==> config.mk <==
export PLATFORM = sky130hd
export DESIGN_NAME = parallel_to_serial
export DESIGN_NICKNAME = d
export VERILOG_FILES = /design/src/rtl/parallel_to_serial.sv
export SDC_FILE = /design/constraint.sdc
export NUM_CORES = 1
export LEC_CHECK = 0
export ABC_AREA = 1
export BUFFER_PORTS_ARGS = -buffer_cell sky130_fd_sc_hd__buf_2
export CORE_UTILIZATION = 50
export CTS_BUF_LIST = sky130_fd_sc_hd__clkbuf_8 sky130_fd_sc_hd__clkbuf_16
export CTS_CLUSTER_SIZE = 25
export DETAILED_ROUTE_END_ITERATION = 6
export HOLD_SLACK_MARGIN = 0.1
export PLACE_DENSITY_LB_ADDON = 0.25
export SYNTH_ARGS = -nofsm -noshare
export SYNTH_HDL_FRONTEND = slang
export SYNTH_SLANG_ARGS = --single-unit
==> constraint.sdc <==
create_clock -name CLK -period 1.62 [get_ports CLK]
set_input_delay 0.162 -clock CLK [delete_from_list [all_inputs] [get_ports CLK]]
set_output_delay 0.162 -clock CLK [all_outputs]
set_load 0.1 [all_outputs]
==> src/rtl/parallel_to_serial.sv <==
// parallel_to_serial: byte-wide handshake in, MSB-first serial symbol stream out.
// A single holding register decouples the upstream handshake from the shifter.
// Every symbol boundary loads either the held byte (IS_DATA_OUT=1) or the idle
// comma 0xBC (IS_DATA_OUT=0), so symbols are never split and the stream never
// stalls.
// Optional feature: define P2S_PARITY_EN to append an even-parity bit to every
// symbol (symbol length 9 instead of 8).
module parallel_to_serial (
  input  logic       CLK,
  input  logic       RESET,
  input  logic [7:0] DATA_IN,
  input  logic       VALID_IN,
  output logic       READY_OUT,
  output logic       DATA_OUT,
  output logic       SYNC_OUT,
  output logic       IS_DATA_OUT
);

`ifdef P2S_PARITY_EN
  localparam int SYM_L = 9;
`else
  localparam int SYM_L = 8;
`endif

  localparam logic [7:0] COMMA    = 8'hBC;
  localparam logic [3:0] CNT_LAST = 4'(SYM_L - 1);

  // Builds the on-wire symbol for one byte: the byte itself, plus a trailing
  // even-parity bit when parity is enabled.
  function automatic logic [SYM_L-1:0] encode(input logic [7:0] b);
`ifdef P2S_PARITY_EN
    return {b, ^b};
`else
    return b;
`endif
  endfunction

  logic [7:0]       hold_p0;
  logic             hold_full_p0;
  logic [SYM_L-1:0] shift_p1;
  logic [3:0]       cnt_p1;
  logic             sync_p1;
  logic             is_data_p1;
  logic             accept;
  logic             load;

  // Ready is forced low during reset even though hold_full is also cleared,
  // so upstream never sees a handshake window while the block is held.
  assign READY_OUT   = RESET & ~hold_full_p0;
  assign accept      = VALID_IN & READY_OUT;
  assign load        = (cnt_p1 == CNT_LAST);

  assign DATA_OUT    = shift_p1[SYM_L-1];
  assign SYNC_OUT    = sync_p1;
  assign IS_DATA_OUT = is_data_p1;

  // Stage 0: holding register. An accept can only happen while hold is
  // empty, and a load only drains hold while it is full, so the two never
  // collide on the same edge. A byte accepted on a load edge waits for the
  // next load (no bypass into the shifter).
  always_ff @(posedge CLK or negedge RESET) begin
    if (!RESET) begin
      hold_p0      <= '0;
      hold_full_p0 <= 1'b0;
    end else begin
      if (accept) begin
        hold_p0      <= DATA_IN;
        hold_full_p0 <= 1'b1;
      end else if (load && hold_full_p0) begin
        hold_full_p0 <= 1'b0;
      end
    end
  end

  // Stage 1: symbol shifter and bit counter. The counter resets to the last
  // bit position so the first edge out of reset is a load, which starts the
  // stream with a comma.
  always_ff @(posedge CLK or negedge RESET) begin
    if (!RESET) begin
      shift_p1   <= '0;
      cnt_p1     <= CNT_LAST;
      sync_p1    <= 1'b0;
      is_data_p1 <= 1'b0;
    end else if (load) begin
      if (hold_full_p0) begin
        shift_p1   <= encode(hold_p0);
        is_data_p1 <= 1'b1;
      end else begin
        shift_p1   <= encode(COMMA);
        is_data_p1 <= 1'b0;
      end
      cnt_p1  <= '0;
      sync_p1 <= 1'b1;
    end else begin
      shift_p1 <= {shift_p1[SYM_L-2:0], 1'b0};
      cnt_p1   <= cnt_p1 + 4'd1;
      sync_p1  <= 1'b0;
    end
  end

endmodule

==> Yosys cells after proc, flatten, opt, wreduce, memory -nomap -nowiden <==
Index checks and enable logic that the tools add are counted.
W data, S select, Z words.
{ "totals": {"register_bits": 23, "input_bits": 11, "output_inout_bits": 4, "word_cells": 20} }
{ "op_classes": {"n_addsub": 1, "n_eq_ne": 1, "n_mux": 7, "bitwise": 3, "reduce_logical": 2} }
{ "ops": {"columns": ["cell", "count"], "rows": [
  ["$mux W8", 2],
  ["$add A4 B1 Y4 const B", 1],
  ["$eq A4 B3 Y1 const B", 1],
  ["$mux W1", 4],
  ["$mux W4", 1],
  ["$and A1 B1 Y1", 2],
  ["$reduce_bool A2 Y1", 1],
  ["$logic_and A1 B1 Y1", 1],
  ["$not A1 Y1", 1]
]} }

==> Longest topological paths before layout <==
Gate-level depths: netlist of run 1.
{ "depth": {"ltp_word": 4, "mapped_depth": 5, "mapped_depth_nobuf": 5} }

==> Least setup slack after synthesis of run 1 <==
OpenSTA, ideal clock, no wires.
{ "synth_timing": {"path_kind": "register -> register", "start": "register hold_full_p0", "end": "register hold_p0[0]", "setup_ps": 70, "arrival_ps": 1556, "required_time_ps": 1550, "slack_ps": -7, "stages_incl_launch_ff": 4, "n_path_buf": 0, "period_less_slack_ps": 1627, "path_cell_list": "dfrtp_1 -> nor2_2 -> nand3_1 -> nand2_1"} }
{ "synth_between": {"elab_chain_len": 3} }
{ "synth_lines": {"columns": ["element", "line_no", "source"], "rows": [
  ["start, declared", "39", "logic hold_full_p0;"],
  ["start signal, assigned", "64", "hold_full_p0 <= 1'b0;"],
  ["start signal, assigned", "68", "hold_full_p0 <= 1'b1;"],
  ["start signal, assigned", "70", "hold_full_p0 <= 1'b0;"],
  ["$not A1 Y1", "49", "assign READY_OUT = RESET & ~hold_full_p0;"],
  ["$and A1 B1 Y1", "49", null],
  ["named net READY_OUT", "13", "output logic READY_OUT,"],
  ["$and A1 B1 Y1", "50", "assign accept = VALID_IN & READY_OUT;"],
  ["end signal, assigned", "63", "hold_p0 <= '0;"],
  ["end signal, assigned", "67", "hold_p0 <= DATA_IN;"],
  ["end, declared", "38", "logic [7:0] hold_p0;"]
]} }
The timed path passes the listed nets, and every way through them passes these cells.
A chain may end at the register's enable or synchronous reset.

==> Worst setup path in the final report of run 1 <==
{ "layout_timing": {"start": "register hold_full_p0", "end": "output port READY_OUT"} }
{ "layout_between": {"elab_chain_len": 2} }
{ "layout_lines": {"columns": ["element", "line_no"], "rows": [
  ["$not A1 Y1", "49"],
  ["$and A1 B1 Y1", "49"],
  ["end, declared", "13"]
]} }
No other way between the ends.

==> results of run 1 <==
## critical path, stage by stage (launching register included)
cell                      delay (ps)
sky130_fd_sc_hd__dfrtp_1         530
sky130_fd_sc_hd__nor2_4          300
sky130_fd_sc_hd__buf_12          210
## final timing paths
kind / from / endpoint / slack, ps
worst max-delay path: hold_full_p0 / READY_OUT / 150
worst min-delay path: DATA_IN[4] / hold_p0[4] / 120
worst max register to register: cnt_p1[0] / shift_p1[3] / 330
worst min register to register: shift_p1[1] / shift_p1[2] / 460
max in group asynchronous: RESET / cnt_p1[2] / 630
min in group asynchronous: RESET / hold_p0[4] / 390
## cell families (layout without fill, tap and decap cells)
group | count (synthesis) | in the layout | share of synthesized area, %
and+or+nand+nor | 68 | 68 | 30.86
DFF | 23 | 23 | 61.32
buffers and inverters | 12 | 30 | 5.034
adders and majority gates | 1 | 1 | 1.324
AOI/OAI and AO/OA | 1 | 1 | 0.5293
xor gates and xnor gates | 1 | 1 | 0.9273
## through the flow
step | worst slack (ps) | hold WS [ps]
2_1_floorplan | 367.1 | -133.6
3_3_place_gp | 375.5 | 23.42
3_5_place_dp | 349.2 | 25.05
4_1_cts | 146.7 | 121.6
5_1_grt | 77.29 | 135.5
6_report | 151.1 | 122.8
## registers in the layout, indices dropped and copies added (netlist names)
name,cells
cnt_p1,4
hold_full_p0,1
hold_p0,8
shift_p1,8
IS_DATA_OUT,1
SYNC_OUT,1
## final cells by class
type / count / area, µm²
Clock buffer: 3 / 41.29
Clock inverter: 1 / 5.005
Fill cell: 154 / 625.6
Inverter: 10 / 37.54
Multi-Input combinational cell: 71 / 322.8
Sequential cell: 23 / 579.3
Tap cell: 25 / 31.28
Timing Repair Buffer: 16 / 102.6
## cells in the mapped netlist (all sizes together)
| cell | n |
|---|---|
| buf | 2 |
| dfrtp | 20 |
| dfstp | 3 |
| ha | 1 |
| inv | 10 |
| nand2 | 53 |
| nand3 | 11 |
| nor2 | 4 |
| o21ai | 1 |
| xor2 | 1 |
## power groups by stage
stage               logic, mW  registers [mW]  clock network (mW)
global route            0.314           0.742               0.379
finish                  0.277           0.732               0.340
detailed placement      0.277           0.740                   0
CTS                     0.282           0.731               0.351
floorplan               0.137           0.799                   0
global placement        0.269           0.737                   0
## timing repair
item,4_1_cts,5_1_grt
setup buffers,0,0
gates resized for setup,0,0
hold buffers,1,0
endpoints found under the hold margin,22,0
## metal layers
metal | wire length (µm) | part of all wire [%]
met5 | 0 | 0
met1 | 806 | 51
met3 | 61 | 3.8
met4 | 21 | 1.3
met2 | 701 | 44
==> qor.tcl, run 1 <==
set qor(grt_start_max_net_pins) 17
set qor(numClockSinks) 23
set qor(cts-htree-levels) 1
set qor(finalHoldViolCount) 0
set qor(maxClockFrequency_mhz) 680.8
set qor(final_core_utilization_pct) 64.16
set qor(ys_ff_latch) 23
set qor(area_delta_synth_final_pct) 18.54
set qor(globalRouteMet2Util_pct) 28.00
set qor(power_frac_comb_pct) 20.5
set qor(boundaryPins) 15
set qor(rows) 15
set qor(coreArea_um2) 1745
set qor(antenna_found_initial) 0
set qor(initial_core_util_pct) 54.12
set qor(synthesis.instances) 106
set qor(intPower_mw) 0.9302
set qor(final_common_cell) {sky130_fd_sc_hd__nand2_1}
set qor(worst_r2r_path_depth) 5
set qor(drv.max_cap_violation_count) 0
set qor(timing.max_slew.rel_slack_pct) 67.82
set qor(worst_skew_pair.late_latency_ps) 260
set qor(die_width_um) 45.47
set qor(drcViolationCount) 0
set qor(detailed_placer_s_ending_hpwl_mm) 1.109
set qor(crit_path_kind) {reg -> out}
set qor(design.die.area_um2) 2067
set qor(worst_setup_hold_path_clk_slew_ps) 80
set qor(dpl.cell_count) 144
set qor(ctsLongestPathBuffers) 2
set qor(cp_data_required_time_ps) 1460
set qor(numPortBuffers) 14
set qor(grt_util_all_layers_pct) 19.28
set qor(route.antenna.remaining_nets) 0
set qor(grt-busiest-layer) {met2}
set qor(endpoint_kind) {output pin}
set qor(rsz0062_at_grt) {false}
set qor(power.static_leakage_nw) 0.6173
set qor(use_met1_pct) 26.94
set qor(drtIter0Drc) 28
set qor(finalCritPeriodShare_pct) 90.67
set qor(run_status) {completed}
set qor(syn_avg_cell_area_um2) 8.912
set qor(route.detailed.wl_per_inst_um) 10.67
set qor(final.setup.tns_ps) 0
set qor(final_worst_path_period_need_ps) 1469
set qor(antennaDiodeCount) 0
set qor(worstMarginPinSlew_ps) 486.0
set qor(highest_count_cells_in_the_layout_ignoring_fill_and_taps) {52 x sky130_fd_sc_hd__nand2_1, 20 x sky130_fd_sc_hd__dfrtp_1, 13 x sky130_fd_sc_hd__buf_2}
set qor(cts_root_buffer) {sky130_fd_sc_hd__clkbuf_8}
set qor(die_h_um) 45.47
set qor(swShare_pct) 31.09
set qor(net-switching-power_mw) 0.4197
set qor(synth_nets) 118
set qor(nets) 137
set qor(yosysWarningCount) 0
set qor(worst_setup_path_start_kind) {register}
set qor(grtUsageMet3_pct) 3.571
set qor(number_of_max_slew_violations_in_the_final_report) 0
set qor(synth_area_leader_cell) {sky130_fd_sc_hd__dfrtp_1}
set qor(finalClockSkew_ps) 3.260
set qor(first_pass_grt_wire_length_mm) 2.725
set qor(synth.cell_area_um2) 944.7
set qor(timing.critical_path.arrival_ps) 1310
set qor(route.detailed.vias_per_inst) 4.591
set qor(post-route-cell-area_um2) 1120
set qor(ys_top_cells_by_area) {sky130_fd_sc_hd__dfrtp_1 53%, sky130_fd_sc_hd__nand2_1 21%, sky130_fd_sc_hd__dfstp_2 8.3%}
set qor(power.ir.vdd_worst_mv) 0.7890
set qor(vias) 684
set qor(overall_power_after_layout_mw) 1.350
set qor(global_route.overflow_total) 0
set qor(pwr-share-clk_pct) 25.2
set qor(setup_violations) 0
set qor(hold_depth) 3
set qor(register_area_share_after_synthesis_pct) 61.32
set qor(final_cells) 149
set qor(drt_pre_antenna_iters) 4
set qor(cts_inserted_buffers) 3
set qor(worstPathMaxFanout) 12
set qor(holdCritPathClass) {in -> reg}
set qor(tritoncts) {yes}
set qor(drt_wl_total_mm) 1.590
set qor(placed_area_um2) 1064
set qor(first_global_vias) 619
set qor(powerDensity_nw_per_um2) 1205
set qor(ys_types) 14
set qor(drive_above_1_share_pct) 21.77
set qor(place_congestion) 0.7574
set qor(seq_power_share_pct) 54.3
set qor(top_area_cell_type_share_of_the_netlist_area_pct) 52.98
Power figures use the tool's default switching activity.
==> run 2, diff against run 1 <==
- ABC_AREA: 1 -> default
- GPL_ROUTABILITY_DRIVEN: default -> 0
- REMOVE_ABC_BUFFERS: default -> 1
==> qor.tcl, run 2 <==
set qor(finalCritPeriodShare_pct) 95.46 ;# +4.8 points
set qor(synthesis.instances) 62 ;# -42%
set qor(ys_types) 19 ;# +5
set qor(synth.cell_area_um2) 932.1 ;# -1.3%
set qor(grt_start_max_net_pins) 17 ;# unchanged
set qor(worst_setup_hold_path_clk_slew_ps) 80 ;# about the same
set qor(post-route-cell-area_um2) 1124 ;# +0.34%
set qor(route.detailed.vias_per_inst) 4.870 ;# +6.1%
set qor(worst_r2r_path_depth) 3 ;# -2
set qor(cts-htree-levels) 1 ;# unchanged
set qor(maxClockFrequency_mhz) 646.6 ;# -5.0%
set qor(pre_cts_ws_ps) 40.13 ;# -309.1 ps
set qor(setup.worst_path.end) {IS_DATA_OUT}
set qor(swShare_pct) 27.77 ;# -3.3 points
set qor(grt_util_all_layers_pct) 16.13 ;# -3.1 points
set qor(power.ir.vdd_worst_mv) 0.5893 ;# -25%
set qor(wl_met1_um) 702 ;# -13%
set qor(antenna_found_initial) 0 ;# unchanged
set qor(cp_data_required_time_ps) 1760 ;# +300 ps
set qor(endpoint_kind) {register}
set qor(numClockSinks) 23 ;# unchanged
set qor(setup_violations) 0 ;# unchanged
set qor(final_worst_path_period_need_ps) 1546 ;# +77.57 ps
set qor(seq_power_share_pct) 53.0 ;# -1.3 points
set qor(antennaDiodeCount) 0 ;# unchanged
set qor(timing.rr.end) {IS_DATA_OUT}
set qor(ys_ff_latch) 23 ;# unchanged
set qor(initial_core_util_pct) 53.41 ;# -0.72 points
set qor(fin_ws_ps) 73.55 ;# -77.57 ps
set qor(route.antenna.remaining_nets) 0 ;# unchanged
set qor(syn_avg_cell_area_um2) 15.03 ;# +69%
set qor(met2_wire_length_um) 714 ;# +1.9%
set qor(register_area_share_after_synthesis_pct) 62.15 ;# +0.82 points
set qor(worstPathMaxFanout) 6 ;# -6
set qor(drv.max_cap_violation_count) 0 ;# unchanged
set qor(intPower_mw) 0.9970 ;# +7.2%
set qor(run_status) {completed}
set qor(layout_top_registers) {hold_p0 x8, shift_p1 x8, cnt_p1 x4}
set qor(drtIter0Drc) 4 ;# -86%
set qor(worst_setup_path_startpoint) {cnt_p1[0]}
set qor(async_flop_share_pct) 100.0 ;# unchanged
set qor(drt_pre_antenna_iters) 4 ;# unchanged
set qor(finalHoldViolCount) 0 ;# unchanged
set qor(timing.max_slew.rel_slack_pct) 67.95 ;# +0.12 points
set qor(boundaryPins) 15 ;# unchanged
set qor(whs_ps) 134.7 ;# +11.89 ps
set qor(drcViolationCount) 0 ;# unchanged
set qor(rsz0062_at_grt) {false}
set qor(wl_met3_um) 40 ;# -34%
set qor(detailed_placer_s_ending_hpwl_mm) 1.003 ;# -9.6%
set qor(timing.critical_path.arrival_ps) 1690 ;# +380 ps
set qor(finalClockSkew_ps) 2.962 ;# -0.2982 ps
set qor(yosysWarningCount) 0 ;# unchanged
set qor(top_area_cell_type_share_of_the_netlist_area_pct) 53.69 ;# +0.71 points
set qor(power_frac_comb_pct) 22.9 ;# +2.4 points
set qor(route.detailed.wl_per_inst_um) 13.58 ;# +27%
set qor(first_global_vias) 497 ;# -20%
set qor(synth_area_leader_cell) {sky130_fd_sc_hd__dfrtp_1}
set qor(design.die.area_um2) 2041 ;# -1.3%
set qor(crit_path_kind) {reg -> reg}
set qor(area_delta_synth_final_pct) 20.54
set qor(top_layer) {met4}
set qor(placed_area_um2) 1049 ;# -1.4%
set qor(holdCritPathClass) {in -> reg}
set qor(reg2reg_from) {cnt_p1[0]}
set qor(global_route.overflow_total) 0 ;# unchanged
set qor(die_h_um) 45.18 ;# -0.64%
set qor(powerDensity_nw_per_um2) 1229 ;# +1.9%
set qor(die_width_um) 45.18 ;# -0.64%
set qor(drt_wl_total_mm) 1.467 ;# -7.7%
set qor(worst_setup_path_start_kind) {register}
set qor(yosys_most_used_dff) {sky130_fd_sc_hd__dfrtp_1}
set qor(power.static_leakage_nw) 0.5304 ;# -14%
set qor(cts_inserted_buffers) 3 ;# unchanged
set qor(worst_skew_pair.late_latency_ps) 250 ;# about the same
set qor(ys_top_cells_by_area) {sky130_fd_sc_hd__dfrtp_1 54%, sky130_fd_sc_hd__mux2_2 13%, sky130_fd_sc_hd__dfstp_2 8.5%}
set qor(worstMarginPinSlew_ps) 484.2 ;# -1.840 ps
set qor(net-switching-power_mw) 0.3833 ;# -8.7%
set qor(tritoncts) {yes}
set qor(highest_count_cells_in_the_layout_ignoring_fill_and_taps) {20 x sky130_fd_sc_hd__dfrtp_1, 13 x sky130_fd_sc_hd__buf_2, 11 x sky130_fd_sc_hd__mux2_2}
set qor(final_common_cell) {sky130_fd_sc_hd__dfrtp_1}
set qor(final.setup.tns_ps) 0 ;# unchanged
set qor(rows) 15 ;# unchanged
set qor(vias) 526 ;# -23%
set qor(pwr-share-clk_pct) 24.1 ;# -1.1 points
set qor(number_of_max_slew_violations_in_the_final_report) 0 ;# unchanged
set qor(coreArea_um2) 1745 ;# unchanged
set qor(first_pass_grt_wire_length_mm) 2.270 ;# -17%
set qor(cts_root_buffer) {sky130_fd_sc_hd__clkbuf_8}
set qor(synth.most_common_cell) {sky130_fd_sc_hd__dfrtp_1}
set qor(synth_edf_count) 0 ;# unchanged
set qor(netlist_top_cells_count) {20 x sky130_fd_sc_hd__dfrtp_1, 11 x sky130_fd_sc_hd__mux2_2, 5 x sky130_fd_sc_hd__nand2b_1, 4 x sky130_fd_sc_hd__mux2_4}
set qor(nets) 96 ;# -30%
set qor(drive_above_1_share_pct) 50.60 ;# +29 points
set qor(numPortBuffers) 14 ;# unchanged
set qor(overall_power_after_layout_mw) 1.380 ;# +2.3%
set qor(ctsLongestPathBuffers) 2 ;# unchanged
set qor(reg2reg_setup_slack_ps) 70 ;# -260 ps
run 2: changes by cell type in the layout (fill, tap and decap cells not counted), sizes merged:
cell    previous run  this run
and3               0         1
buf               15        17
nand3             11         1
inv               10         4
clkinv             1         0
and3b              0         2
nor2               4         2
nor2b              0         1
nand2b             0         5
mux2               0        15
nand3b             0         1
nand2             53         2
mux2i              0         2
run 2: area by class of cell:
cell class	count	area [µm²]
Clock buffer	3	41.29
Clock inverter	1	3.754
Fill cell	144	621.8
Inverter	3	11.26
Multi-Input combinational cell	35	339.1
Sequential cell	23	579.3
Tap cell	25	31.28
Timing Repair Buffer	18	117.6
run 2: worst min path at each step:
stage,cells past startpoint,from,endpoint
after floorplan,0,RESET,IS_DATA_OUT
after CTS,2,DATA_IN[6],hold_p0[6]
after global placement,1,RESET,hold_p0[7]
after detailed placement,1,RESET,hold_p0[7]
after global routing,2,DATA_IN[6],hold_p0[6]
final,2,DATA_IN[3],hold_p0[3]
run 2: kinds of logic (layout without fill, tap and decap cells):
logic type / count (synthesis) / after routing / share of synthesized area, %
compound gates: 1 / 1 / 0.5364
fa+ha+maj: 1 / 1 / 1.342
flops: 23 / 23 / 62.15
buf+inv: 5 / 25 / 2.818
simple gates: 14 / 15 / 10.34
mux: 17 / 17 / 21.88
xor+xnor: 1 / 1 / 0.9398
run 2: metrics by stage:
step / util [%] / instances
after floorplan: - / 60
after global placement: 60.07 / 101
after detailed placement: 60.07 / 101
after CTS: 63.23 / 106
after global routing: 64.37 / 108
final: 64.37 / 108
run 2: power groups by stage:
| stage | Combinational, mW | Sequential, mW | Clock, mW |
|---|---|---|---|
| floorplan | 0.153 | 0.819 | 0 |
| global placement | 0.309 | 0.736 | 0 |
| detailed placement | 0.317 | 0.743 | 0 |
| CTS | 0.319 | 0.732 | 0.339 |
| global route | 0.335 | 0.744 | 0.363 |
| finish | 0.317 | 0.732 | 0.332 |
run 2: worst max-delay path: stages (launching register included):
cell                      delay (ps)
sky130_fd_sc_hd__dfstp_2         550
sky130_fd_sc_hd__ha_1            240
sky130_fd_sc_hd__and3b_4         300
sky130_fd_sc_hd__mux2_2          350
run 2: routing by layer:
layer / vias to the layer above / GRT usage [%]
met4: 0 / 5.455
met3: 2 / 3.600
met2: 12 / 27.54
met5: - / 0
met1: 263 / 20.16
li1: 249 / -
run 2: repair_timing:
item / CTS / global route
endpoints found under the setup margin: 0 / 3
gates resized for setup: 0 / 2
hold buffers: 1 / 0
endpoints found under the hold margin: 23 / 0
buffers inserted: 0 / 1
